==> src/rtl/cnn_window_generator.sv <==
// Streaming KX x KY sliding-window generator: KY-1 line buffers plus a window register per channel.
// Optional macro CNN_WIN_DEBUG_CNT_EN enables the per-frame window counter on win_cnt.
module cnn_window_generator #(
    parameter int CI     = 3,
    parameter int KX     = 5,
    parameter int KY     = 5,
    parameter int IX     = 28,
    parameter int IY     = 28,
    parameter int I_F_BW = 8
) (
    input  logic                         clk,
    input  logic                         rst,
    input  logic                         soft_rst,
    input  logic                         in_valid,
    input  logic [CI*I_F_BW-1:0]         in_pixel,
    output logic                         data_valid,
    output logic [CI*KX*KY*I_F_BW-1:0]   feature_map,
    output logic                         frame_done,
    output logic [15:0]                  win_cnt
);

    localparam int PW = CI * I_F_BW;
    localparam int FW = CI * KX * KY * I_F_BW;
    localparam int CW = (IX > 1) ? $clog2(IX) : 1;
    localparam int RW = (IY > 1) ? $clog2(IY) : 1;

    typedef enum logic [1:0] {IDLE, FILL, RUN} state_t;

    state_t                         state, state_nxt;
    logic [CW-1:0]                  col, col_nxt;
    logic [RW-1:0]                  row, row_nxt;
    logic                           accept, last_px, emit;

    logic [IX-1:0][PW-1:0]          lb [KY-1];
    logic [KY-1:0][PW-1:0]          col_new;
    logic [KY-1:0][KX-1:0][PW-1:0]  win, win_nxt;
    logic [FW-1:0]                  fm_nxt;

    // A pixel arriving together with soft_rst is dropped.
    assign accept  = in_valid && !soft_rst;
    assign last_px = (row == RW'(IY-1)) && (col == CW'(IX-1));
    assign emit    = accept && (row >= RW'(KY-1)) && (col >= CW'(KX-1));

    always_comb begin
        state_nxt = state;
        col_nxt   = col;
        row_nxt   = row;
        if (soft_rst) begin
            state_nxt = IDLE;
            col_nxt   = '0;
            row_nxt   = '0;
        end else if (in_valid) begin
            if (last_px) begin
                col_nxt = '0;
                row_nxt = '0;
            end else if (col == CW'(IX-1)) begin
                col_nxt = '0;
                row_nxt = row + 1'b1;
            end else begin
                col_nxt = col + 1'b1;
            end
            case (state)
                IDLE:    state_nxt = FILL;
                FILL:    if (row == RW'(KY-1) && col == '0) state_nxt = RUN;
                RUN:     if (last_px) state_nxt = IDLE;
                default: state_nxt = IDLE;
            endcase
        end
    end

    // Line buffer j delays by (j+1)*IX accepted pixels; lb[KY-2] feeds the top tap row.
    always_ff @(posedge clk) begin
        if (accept) begin
            lb[0] <= {lb[0][IX-2:0], in_pixel};
            for (int j = 1; j < KY-1; j++)
                lb[j] <= {lb[j][IX-2:0], lb[j-1][IX-1]};
        end
    end

    always_comb begin
        col_new        = '0;
        col_new[KY-1]  = in_pixel;
        for (int j = 0; j < KY-1; j++)
            col_new[KY-2-j] = lb[j][IX-1];
        win_nxt = '0;
        for (int ky = 0; ky < KY; ky++) begin
            for (int kx = 0; kx < KX-1; kx++)
                win_nxt[ky][kx] = win[ky][kx+1];
            win_nxt[ky][KX-1] = col_new[ky];
        end
    end

    genvar gc, gy, gx;
    generate
        for (gc = 0; gc < CI; gc++) begin : g_ch
            for (gy = 0; gy < KY; gy++) begin : g_ky
                for (gx = 0; gx < KX; gx++) begin : g_kx
                    assign fm_nxt[(gc*KX*KY + gy*KX + gx)*I_F_BW +: I_F_BW] =
                        win_nxt[gy][gx][gc*I_F_BW +: I_F_BW];
                end
            end
        end
    endgenerate

    always_ff @(posedge clk or posedge rst) begin
        if (rst) begin
            state       <= IDLE;
            col         <= '0;
            row         <= '0;
            win         <= '0;
            data_valid  <= 1'b0;
            frame_done  <= 1'b0;
            feature_map <= '0;
        end else begin
            state <= state_nxt;
            col   <= col_nxt;
            row   <= row_nxt;
            if (soft_rst) begin
                data_valid <= 1'b0;
                frame_done <= 1'b0;
            end else begin
                data_valid <= emit;
                frame_done <= emit && last_px;
            end
            if (accept) win <= win_nxt;
            if (emit) feature_map <= fm_nxt;
        end
    end

`ifdef CNN_WIN_DEBUG_CNT_EN
    logic [15:0] cnt;
    // The first pixel of a frame restarts the count, so it reads the total through the frame_done cycle.
    always_ff @(posedge clk or posedge rst) begin
        if (rst)
            cnt <= '0;
        else if (soft_rst)
            cnt <= '0;
        else if (accept)
            cnt <= ((row == '0 && col == '0) ? 16'd0 : cnt) + 16'(emit);
    end
    assign win_cnt = cnt;
`else
    assign win_cnt = '0;
`endif

endmodule

==> config.mk <==
export PLATFORM = sky130hd
export DESIGN_NAME = cnn_window_generator
export DESIGN_NICKNAME = d
export VERILOG_FILES = /design/src/rtl/cnn_window_generator.sv
export SDC_FILE = /design/constraint.sdc
export NUM_CORES = 2
export LEC_CHECK = 0
export BUFFER_PORTS_ARGS = -buffer_cell sky130_fd_sc_hd__buf_2
export CAP_MARGIN = 20
export CORE_MARGIN = 2
export CORE_UTILIZATION = 60
export DETAILED_ROUTE_END_ITERATION = 8
export PLACE_DENSITY_LB_ADDON = 0.2
export SLEW_MARGIN = 20
export SYNTH_ARGS = -nofsm -noshare
export SYNTH_HDL_FRONTEND = slang
export SYNTH_SLANG_ARGS = --single-unit
==> constraint.sdc <==
create_clock -name clk -period 78.3 [get_ports clk]
set_input_delay 7.83 -clock clk [delete_from_list [all_inputs] [get_ports clk]]
set_output_delay 7.83 -clock clk [all_outputs]
set_load 0.03 [all_outputs]
==> impl_metrics.json <==
{
  "slew_headroom": 0.150,
  "die_area_mm2": 0.207,
  "grt_remaining_overflow": 0,
  "fin_tns_setup_ns": 0,
  "max_freq_mhz": 72.6,
  "drv_slew": 0,
  "vias_per_cell": 5.22,
  "finalNetCount": 6019,
  "hold_buffers": 0,
  "antenna_left": 0,
  "ys_seq_elements": 3780,
  "grt_pass1_vias": 47000,
  "tritoncts": "done",
  "netlist_area_mm2": 0.122,
  "final_cells": 8958,
  "crit_slowest_cell": "buf_4",
  "track_usage": 0.170,
  "worstPathMaxFanout": 208,
  "clk_pin_slew_ns": 0.06,
  "synth-main-ff-cell": "edfxtp_1",
  "worstSetupStartpointType": "input pin",
  "syn_inst": 5056,
  "critPathLaunch": "in_valid",
  "dpl-instance-area_mm2": 0.128,
  "synth.top_cells.by_count": "edfxtp_1 (2688), dfrtp_1 (1092), mux2_2 (572)",
  "dp_hpwl_um": 98400,
  "skew_ns": 0.0460,
  "wl_per_cell_um": 19.8,
  "ys_warn_count": 0,
  "area_growth_pct": 14.3,
  "async_reset_ff_frac": 0.289,
  "timing.final.crit_share": 0.176,
  "synth_xor_area_frac": 0.0000719,
  "grt_setup_unrepaired": "no",
  "initial_utilization": 0.603,
  "cts_max_level": 5,
  "place_congestion": 0.762,
  "synth_area_leader_cell": "edfxtp_1",
  "die_h_um": 455,
  "clk_latency_ns": 0.95,
  "reg2reg_from": "col[3]",
  "cp_slowest_stage_delay_ns": 0.93,
  "crit_top_cell": "buf_4",
  "synthMuxAreaShare": 0.0998,
  "drt_iter0_markers": 3759,
  "cts_buffer_depth": 4,
  "synth-simple-area-share": 0.00140,
  "syn_area_per_cell_um2": 24.1,
  "drt-pass1-iter-count": 5,
  "grt_pass1_wl_um": 271000,
  "ys_types": 34,
  "status": "finished clean",
  "die_w_um": 455,
  "seq_area_frac_synth": 0.887,
  "root_buffer": "clkbuf_16",
  "drc": 0,
  "whs_ns": 0.383,
  "fillers": 12200,
  "core-area_mm2": 0.202,
  "post_cts_buffers": 0,
  "min_path_type": "reg2reg",
  "hold_viol_final": 0,
  "synth_edf_count": 2688,
  "worstHoldStart": "lb[3][257]",
  "wl_um": 177000,
  "period_minus_slack_ns": 13.78,
  "synth.most_common_cell": "edfxtp_1",
  "port_buffers": 629,
  "required_ns": 79.11,
  "dp.cells": 8285,
  "arrival_ns": 14.58,
  "synth_top_family_by_area": "multiplexers",
  "maxCapViolCount": 0,
  "endpoint_kind": "register",
  "cts-resized-gates": 0,
  "placementRows": 165,
  "p_leak_nw": 55.1,
  "synth_compound_area_frac": 0.000914,
  "layout_setup_ws_ns": 64.52,
  "synthTopCellsByArea": "edfxtp_1 (66%), dfrtp_1 (22%), mux2_2 (5.3%)",
  "antenna_found_initial": 13,
  "tightest_slew_ns": 1.27,
  "power_per_cell_area_mw_per_mm2": 29.7,
  "rrSetupSlack_ns": 74.80,
  "design_area_mm2": 0.139,
  "grt_max_degree": 209,
  "io_pins": 646,
  "cts_buffers": 372,
  "path_class": "in2reg",
  "cts_sinks": 3780,
  "drive_gt1_frac": 0.284,
  "place_ws_ns": 63.16,
  "synth_fa_ha_area_frac": 0.000411,
  "final-setup-viol-count": 0,
  "cp_cell_sequence": "buf_2, nor2b_4, buf_12, buf_4, buf_4, buf_4, buf_4, buf_12, buf_6, mux2_2",
  "max-vdd-ir-drop_v": 0.0000220,
  "vias": 46700,
  "yosysTopAreaCellShare": 0.662
}
-- metrics by stage --
stage / utilization / total power, mW
global route: 0.689 / 4.29
global placement: 0.632 / 2.49
finish: 0.689 / 4.13
CTS: 0.689 / 4.19
floorplan: - / 2.54
detailed placement: 0.632 / 2.50
-- layout make-up --
| type | count | area [um2] | area share |
|---|---|---|---|
| well taps | 2672 | 3340 | 0.0240 |
| clock buffers | 510 | 10400 | 0.0745 |
| multi-input cells | 1145 | 12600 | 0.0902 |
| diodes | 3 | 7.51 | 0.0000539 |
| repair buffers | 680 | 3680 | 0.0264 |
| flip-flops and latches | 3780 | 108000 | 0.776 |
| inverters | 8 | 37.5 | 0.000269 |
| clock inverters | 160 | 1240 | 0.00894 |
-- power by group --
group	internal (mW)	switching, mW	total [mW]
Clock	0.981	0.700	1.68
Combinational	0.0560	0.0588	0.115
Sequential	2.27	0.0646	2.34
-- kinds of logic (layout without fill, tap and decap cells) --
family | count (synthesis) | after routing
flip-flops | 3780 | 3780
multiplexers | 1080 | 1080
buffers and inverters | 146 | 1358
AND/OR/NAND/NOR | 29 | 29
AO/OA/AOI/OAI | 15 | 15
adder cells (fa/ha/maj) | 4 | 4
other | 1 | 19
XOR/XNOR | 1 | 1
-- worst max-delay path, delay by kind of cell --
kind,cells,cell delay (ns)
simple gates,1,0.23
buf+inv,8,5.70
mux,1,0.41
-- metal layers --
metal | routed length [um] | GRT usage | vias up
met4 | 4450 | 0.0564 | 0
met1 | 76900 | 0.236 | 24200
met3 | 9490 | 0.0438 | 320
met5 | 0 | 0 | -
li1 | - | - | 21300
met2 | 86200 | 0.266 | 912
-- cell usage in the layout (no fill, tap or decap), types with 17 or more instances in the layout --
master	Yosys	final
buf_2	54	629
buf_4	24	35
bufinv_16	0	17
clkbuf_1	4	89
clkbuf_16	0	377
clkbuf_8	0	44
clkinv_1	0	55
clkinv_2	0	62
dfrtp_1	1092	1092
edfxtp_1	2688	2688
mux2_1	508	508
mux2_2	572	572
-- registers in the layout, summed over array words and instances, names as in the netlist --
| signal | cells |
|---|---|
| col | 5 |
| data_valid | 1 |
| feature_map | 600 |
| fm_nxt | 480 |
| frame_done | 1 |
| lb | 2688 |
| row | 5 |
-- final timing paths --
path                                    end  depth (start not counted)
max                             fm_nxt[340]                         10
min                              lb[3][281]                          0
max reg2reg                feature_map[127]                          5
min reg2reg                      lb[3][281]                          0
max in group asynchronous  feature_map[271]                          6
min in group asynchronous            col[4]                          2
Note: power is estimated with default switching activity, not from simulation.
